--- config.mk ---
export PLATFORM = sky130hd
export DESIGN_NAME = pulse_sequencer
export DESIGN_NICKNAME = d
export VERILOG_FILES = /design/src/rtl/pulse_pkg.sv /design/src/rtl/inhibit_stretch.sv /design/src/rtl/pulse_sequencer.sv
export SDC_FILE = /design/constraint.sdc
export NUM_CORES = 1
export LEC_CHECK = 0
export CAP_MARGIN = 20
export CORE_ASPECT_RATIO = 0.7
export CORE_UTILIZATION = 58
export DETAILED_ROUTE_END_ITERATION = 10
export PLACE_DENSITY = 0.87
export SETUP_SLACK_MARGIN = 0.5
export SLEW_MARGIN = 20
export SYNTH_ARGS = -nofsm -noshare
export SYNTH_HDL_FRONTEND = slang
export SYNTH_SLANG_ARGS = --single-unit
export TNS_END_PERCENT = 30
--- constraint.sdc ---
create_clock -name clk -period 6.75 [get_ports clk]
set_input_delay 1.35 -clock clk [delete_from_list [all_inputs] [get_ports clk]]
set_output_delay 1.35 -clock clk [all_outputs]
set_load 0.05 [all_outputs]
--- src/rtl/pulse_pkg.sv ---
// pulse_pkg: definitions shared by the pulse sequencer, its sub-module and
// the UART pulse-control block.
//   phase_t            : shot phase encoding (also exposed as a debug output)
//   CYCLE_NS           : fabric clock period in ns (201 MHz)
//   DEF_*              : reset timings, so that the control block and the
//                        sequencer come out of reset with identical values
//   first_phase()      : first non-skipped phase of a shot
//   after_p1/after_del : phase entered when P1/DEL ends, with zero-length
//                        phases skipped
//   is_pulse()         : ungated RF gate condition for a phase
`timescale 1ns/1ps
package pulse_pkg;

    typedef enum logic [2:0] {
        PH_P1   = 3'd0,
        PH_DEL  = 3'd1,
        PH_P2   = 3'd2,
        PH_GAP  = 3'd3,
        PH_TAIL = 3'd4
    } phase_t;

    localparam real CYCLE_NS = 4.975;

    localparam logic [31:0] DEF_PER = 32'd10000;
    localparam logic [15:0] DEF_P1W = 16'd40;
    localparam logic [15:0] DEF_DEL = 16'd150;
    localparam logic [15:0] DEF_P2W = 16'd200;
    localparam logic [7:0]  DEF_PBL = 8'd100;

    // A zero-width pulse 2 produces nothing to repeat, so the shot idles in
    // TAIL rather than cycling through an empty CPMG train.
    function automatic phase_t after_del(input logic [15:0] p2w);
        return (p2w != 16'd0) ? PH_P2 : PH_TAIL;
    endfunction

    function automatic phase_t after_p1(input logic [15:0] dl, input logic [15:0] p2w);
        return (dl != 16'd0) ? PH_DEL : after_del(p2w);
    endfunction

    function automatic phase_t first_phase(input logic [15:0] p1w, input logic [15:0] dl,
                                           input logic [15:0] p2w);
        return (p1w != 16'd0) ? PH_P1 : after_p1(dl, p2w);
    endfunction

    function automatic logic is_pulse(input phase_t ph);
        return (ph == PH_P1) || (ph == PH_P2);
    endfunction

endpackage

--- src/rtl/inhibit_stretch.sv ---
// inhibit_stretch: receiver-inhibit generator. The output is high while the
// ungated pulse condition holds and for `tail` cycles after each of its
// falling edges (the tail counter reloads on every fall).
//   clk, rst_n : fabric clock, asynchronous active-low reset
//   lvl_nxt    : ungated pulse condition for the upcoming cycle
//   tail       : number of stretch cycles after a fall (0 = no stretch)
//   inhib      : registered inhibit, aligned with the cycle lvl_nxt describes
`timescale 1ns/1ps
module inhibit_stretch (
    input  logic       clk,
    input  logic       rst_n,
    input  logic       lvl_nxt,
    input  logic [7:0] tail,
    output logic       inhib
);

    logic       lvl_q;
    logic [7:0] cnt_q;
    logic [7:0] cnt_nxt;

    // cnt_q = tail cycles still owed, counting the current cycle.
    always_comb begin
        cnt_nxt = cnt_q;
        if (lvl_q && !lvl_nxt) begin
            cnt_nxt = tail;
        end else if (cnt_q != 8'd0) begin
            cnt_nxt = cnt_q - 8'd1;
        end
    end

    always_ff @(posedge clk or negedge rst_n) begin
        if (!rst_n) begin
            lvl_q <= 1'b0;
            cnt_q <= 8'd0;
            inhib <= 1'b0;
        end else begin
            lvl_q <= lvl_nxt;
            cnt_q <= cnt_nxt;
            inhib <= lvl_nxt | (cnt_nxt != 8'd0);
        end
    end

endmodule

--- src/rtl/pulse_sequencer.sv ---
// pulse_sequencer: per-shot RF gate / receiver-inhibit / scope-sync generator
// for single-echo and CPMG sequences, with double-buffered timing registers.
//   clk, rst_n          : fabric clock, asynchronous active-low reset
//   per,p1wid,del,p2wid : period, pulse-1 width, delay, pulse-2 width (cycles)
//   cp, p_bl            : CPMG select, inhibit tail length
//   bl                  : live pulse enable (not shadowed)
//   rxd                 : commit strobe from the control block
//   pulse, inhib, sync  : registered waveforms, cycle-exact to shot time t
//   busy_upd            : an update is pending and not yet applied
//   phase_dbg           : current phase, for debug/checkers
//
// Update protocol: a rising edge of rxd marks the input ports as the new
// parameter set and raises busy_upd. The set is copied into the shadows on
// the last cycle of the running shot, so the next shot starts with it and
// busy_upd drops in that shot's first cycle. Inputs must stay stable while
// busy_upd is high.
`timescale 1ns/1ps
module pulse_sequencer
    import pulse_pkg::*;
#(
    parameter int SYNC_W = 4
) (
    input  logic        clk,
    input  logic        rst_n,
    input  logic [31:0] per,
    input  logic [15:0] p1wid,
    input  logic [15:0] del,
    input  logic [15:0] p2wid,
    input  logic        cp,
    input  logic [7:0]  p_bl,
    input  logic        bl,
    input  logic        rxd,
    output logic        pulse,
    output logic        inhib,
    output logic        sync,
    output logic        busy_upd,
    output phase_t      phase_dbg
);

    localparam logic [31:0] SYNC_LEN = 32'(SYNC_W);

    // run_q is low only until the first edge after reset; that edge begins t=0.
    logic        run_q;
    logic [31:0] t_q, t_nxt;
    phase_t      phase_q, phase_nxt;
    logic [16:0] pc_q, pc_nxt;

    logic [31:0] per_sh, per_nx;
    logic [15:0] p1w_sh, p1w_nx, del_sh, del_nx, p2w_sh, p2w_nx;
    logic        cp_sh, cp_nx;
    logic [7:0]  pbl_sh, pbl_nx;

    logic        rxd_q, pend_q, pend_nxt;
    logic [31:0] per_s;
    logic        wrap, apply;
    logic [16:0] len;
    logic        done;
    logic        pulse_nxt;

    always_comb begin
        per_s    = (per_sh < 32'd2) ? 32'd2 : per_sh;
        wrap     = run_q && (t_q == per_s - 32'd1);
        apply    = wrap && pend_q;
        // A rise on the wrap cycle itself survives the clear and waits a shot.
        pend_nxt = (rxd && !rxd_q) || (pend_q && !apply);

        per_nx = apply ? per   : per_sh;
        p1w_nx = apply ? p1wid : p1w_sh;
        del_nx = apply ? del   : del_sh;
        p2w_nx = apply ? p2wid : p2w_sh;
        cp_nx  = apply ? cp    : cp_sh;
        pbl_nx = apply ? p_bl  : pbl_sh;

        case (phase_q)
            PH_P1:   len = {1'b0, p1w_sh};
            PH_DEL:  len = {1'b0, del_sh};
            PH_P2:   len = {1'b0, p2w_sh};
            PH_GAP:  len = {del_sh, 1'b0};
            default: len = 17'd0;
        endcase
        done = (pc_q + 17'd1) >= len;

        t_nxt     = t_q + 32'd1;
        phase_nxt = phase_q;
        pc_nxt    = pc_q + 17'd1;
        if (!run_q || wrap) begin
            // The new shot already sees any shadows applied on this wrap.
            t_nxt     = 32'd0;
            phase_nxt = first_phase(p1w_nx, del_nx, p2w_nx);
            pc_nxt    = 17'd0;
        end else if (phase_q == PH_TAIL) begin
            pc_nxt = pc_q;
        end else if (done) begin
            pc_nxt = 17'd0;
            case (phase_q)
                PH_P1:   phase_nxt = after_p1(del_sh, p2w_sh);
                PH_DEL:  phase_nxt = after_del(p2w_sh);
                // With no delay the CPMG gap is empty and P2 simply restarts.
                PH_P2:   phase_nxt = cp_sh ? ((del_sh != 16'd0) ? PH_GAP : PH_P2) : PH_TAIL;
                PH_GAP:  phase_nxt = PH_P2;
                default: phase_nxt = PH_TAIL;
            endcase
        end

        pulse_nxt = is_pulse(phase_nxt);
    end

    always_ff @(posedge clk or negedge rst_n) begin
        if (!rst_n) begin
            run_q   <= 1'b0;
            t_q     <= 32'd0;
            phase_q <= PH_P1;
            pc_q    <= 17'd0;
            per_sh  <= DEF_PER;
            p1w_sh  <= DEF_P1W;
            del_sh  <= DEF_DEL;
            p2w_sh  <= DEF_P2W;
            cp_sh   <= 1'b0;
            pbl_sh  <= DEF_PBL;
            rxd_q   <= 1'b0;
            pend_q  <= 1'b0;
            pulse   <= 1'b0;
            sync    <= 1'b0;
        end else begin
            run_q   <= 1'b1;
            t_q     <= t_nxt;
            phase_q <= phase_nxt;
            pc_q    <= pc_nxt;
            per_sh  <= per_nx;
            p1w_sh  <= p1w_nx;
            del_sh  <= del_nx;
            p2w_sh  <= p2w_nx;
            cp_sh   <= cp_nx;
            pbl_sh  <= pbl_nx;
            rxd_q   <= rxd;
            pend_q  <= pend_nxt;
            pulse   <= bl & pulse_nxt;
            sync    <= (t_nxt < SYNC_LEN);
        end
    end

    // Tail length comes from the shadow in force for the cycle being left.
    inhibit_stretch u_inhibit_stretch (
        .clk     (clk),
        .rst_n   (rst_n),
        .lvl_nxt (pulse_nxt),
        .tail    (pbl_sh),
        .inhib   (inhib)
    );

    assign busy_upd  = pend_q;
    assign phase_dbg = phase_q;

endmodule

==> impl_results.md <==
* Final worst slack at 1.27 ns
* Compound-gate portion of the synthesized area at 0.0740
* Slew @ Worst Pin at 0.965 ns
* Routed Antenna Nets at 0
* Die Height at 111 um
* Global-route wire length before repair at 42500 um
* Max-Cap Viols at 0
* Synth area leader: dfrtp_1
* Detailed Routing Iterations Pass 1 at 5
* Met3 usage at 0.0813
* Leak Pwr at 5.09 nW
* Setup Skew at 0.0105 ns
* Residual DRC at 0
* Top cell type's share of synthesized area at 0.355
* Outcome: finished clean
* Initial Util at 0.598
* Maximum clock frequency at 182 MHz
* Setup crit end kind: register
* Worst setup SP type: register
* IO buf count at 99
* Antenna Cells at 0
* Min Tclk post-route at 5.48 ns
* Place WS at 1.41 ns
* Fraction of layout cells with a size suffix above 1 at 0.171
* CP max FO at 8
* Hold Path Class: register to register
* Ranking of synthesized cells by area: dfrtp_1 35%, mux2_2 10%, xnor2_1 4.7%, dfstp_2 4.6%, mux4_2 3.4%
* Tot GR Track Use at 0.323
* Initial antenna violation count at 0
* # IOs at 100
* Netlist Area Pre-Place at 9800 sq um
* Vias at 7992
* Row count at 39
* Die area at 17400 sq um
* Vias per cell at 6.27
* Post-synthesis adder-cell area fraction at 0.0281
* CP Class: register to register
* Grt ovf at 0
* Slew Viols, Final at 0
* CTS tree: done
* Clock sink total at 156
* Final #Nets at 1151
* Synth cell types at 72
* H-Tree Depth at 4
* Post-synthesis sequential area ratio at 0.400
* Peak VDD IR at 0.177 mV
* Xor and xnor area share after synthesis at 0.0795
* Largest family of logic cells by synthesized area: simple AND/OR/NAND/NOR gates
* Period utilisation layout at 0.812
* Total wire length at 26600 um
* Met1 usage at 0.499
* Yosys warns at 0
* Die W at 157 um
* Busiest grt layer: met1
* Final-report setup violation count at 0
* Pwr dens at 250 nW/um^2
* Final Wtd Congestion at 0.994
* Ys async rst share at 1.00
* Fill cell count at 1193
* Mux contribution to synthesized area at 0.155
* CP required at 7.07 ns
* Post-synth EDFFs at 0
* Postcts setup bufs at 0
* Syn_area_per_cell at 10.2 sq um
* # hold bufs at CTS at 0
* DP HPWL at 19500 um
* RSZ-0062 raised after global routing: no
* Mapped Nets at 1080
* Worst skew pair latency at 0.44 ns
* Clock tree buffer depth at 2
* Core area at 16400 sq um
* Fin. Hold Viols at 0
* Max_slew headroom at 0.357
* First-iteration detailed-routing DRC count at 812
* Sum Neg Setup Slack at 0 ns
* Vias in the first global route at 7601
* CTS resizes at 0
* Clock-pin transition on the worst setup and hold timing paths at 0.07 ns
* Register bit total from synthesis at 156
* Largest net degree at the start of global routing at 91
* Synth Area in Simple Gates at 0.233
* CTS root buf: clkbuf_16
* TritonCTS buffer count at 17
* Crit path DAT at 5.80 ns
* Area growth syn-to-layout at 17.0%
* DR WL/cell at 20.8 um
* Ys flop type: dfrtp_1
* GRT met2 Usage at 0.448
* Cells after synthesis at 965
[per-layer routing]
metal,part of all wire,routed length (um)
met1,0.47,12400
met2,0.43,11300
met3,0.092,2460
met4,0.015,396
met5,0,0
[through the flow]
| step | hold WS, ns | power, mW | std cells | area, sq um | utilization |
|---|---|---|---|---|---|
| 3_5_place_dp | 0.429 | 1.91 | 1242 | 10900 | 0.665 |
| 2_1_floorplan | 0.400 | 1.66 | 965 | 9800 | - |
| 3_3_place_gp | 0.407 | 1.89 | 1242 | 10900 | 0.665 |
| 6_report | 0.422 | 2.87 | 1274 | 11500 | 0.700 |
| 5_1_grt | 0.452 | 2.99 | 1274 | 11500 | 0.700 |
| 4_1_cts | 0.427 | 2.86 | 1274 | 11500 | 0.700 |
[critical path, cell delays in order, from the launching register on]
cell	delay [ns]
dfrtp_1	0.49
nor4_1	0.62
and4_1	0.45
nand2_1	0.11
nand2_1	0.09
ha_1	0.24
inv_1	0.12
nor4_2	0.57
and3_1	0.29
mux2_2	0.34
a31oi_1	0.19
o211ai_1	0.27
nor4_1	0.51
a211oi_1	0.14
a21boi_2	0.53
mux2_1	0.38
[area by class of cell]
class / instances / area (sq um) / share of cell area
Clock inverter: 13 / 128 / 0.0111
Timing Repair Buffer: 104 / 1040 / 0.0908
Multi-Input combinational cell: 738 / 5580 / 0.487
Tap cell: 225 / 282 / 0.0245
Sequential cell: 156 / 3930 / 0.342
Clock buffer: 19 / 443 / 0.0386
Inverter: 19 / 71.3 / 0.00622
[cell usage after synthesis, drive strengths merged, types with 15 or more instances]
cell    instances
o21ai          21
a21oi          19
dfrtp         139
nor2           68
dfstp          17
xnor2          53
and3           25
xor2           36
nand4          23
mux2           95
nor4           49
inv            19
mux4           15
nor3           28
ha             22
nand3          27
clkbuf         40
nand2b         36
nand2          78
[layout by cell type (no fill, tap or decap), types with 4 or more instances in the layout]
cell type,count
inv_6,5
and2_1,7
or4_1,8
o21ai_0,20
a21oi_1,19
or4_4,4
mux2_2,87
inv_1,19
dfstp_2,17
xnor2_1,53
or2_2,4
nor4_1,40
or3_1,12
nand3_1,27
and3_1,25
nor3_1,28
dfrtp_1,139
nor2b_1,5
xor2_1,36
a211o_1,4
clkbuf_16,17
a31oi_1,12
nand2b_1,36
a21o_1,9
nor4_4,5
nand2_1,78
ha_1,22
clkdlybuf4s50_1,98
mux2i_1,11
and4_1,11
mux2_1,8
nand3b_1,4
nor4_2,4
nand4_1,23
nor2_1,68
mux4_2,15
buf_4,4
[registers in the layout, indices dropped and copies added, names as in the netlist, 3 cells and up]
signal                   flops
per_sh                      32
t_q                         32
pc_q                        17
del_sh                      16
p1w_sh                      16
p2w_sh                      16
pbl_sh                       8
u_inhibit_stretch.cnt_q      8
phase_dbg                    3
[power breakdown]
group | switching (mW) | leakage [nW] | internal (mW)
Sequential | 0.111 | 2.06 | 0.998
Combinational | 0.430 | 2.75 | 0.375
Clock | 0.425 | 0.283 | 0.527
Total | 0.966 | 5.09 | 1.90
[final timing paths]
| check | start | end | slack (ns) | cells past startpoint |
|---|---|---|---|---|
| setup / recovery | per_sh[1]$_DFFE_PN0N_ | u_inhibit_stretch.cnt_q[1]$_DFF_PN0_ | 1.27 | 15 |
| hold / removal | rxd_q$_DFF_PN0_ | busy_upd$_DFF_PN0_ | 0.42 | 1 |
| setup reg to reg | per_sh[1]$_DFFE_PN0N_ | u_inhibit_stretch.cnt_q[1]$_DFF_PN0_ | 1.27 | 15 |
| hold reg to reg | rxd_q$_DFF_PN0_ | busy_upd$_DFF_PN0_ | 0.42 | 1 |
| max in group asynchronous | rst_n | del_sh[11]$_DFF_PN0_ | 4.36 | 2 |
| min in group asynchronous | rst_n | pc_q[3]$_DFFE_PN0P_ | 0.95 | 1 |
[logic make-up (layout without fill, tap and decap cells)]
kind of cell / after synthesis / after routing
fa+ha+maj: 22 / 22
other cells: 1 / 1
simple gates: 400 / 400
flops: 156 / 156
mux: 121 / 121
compound gates: 105 / 105
xor+xnor: 89 / 89
buf+inv: 71 / 155
Power figures use the tool's default switching activity.
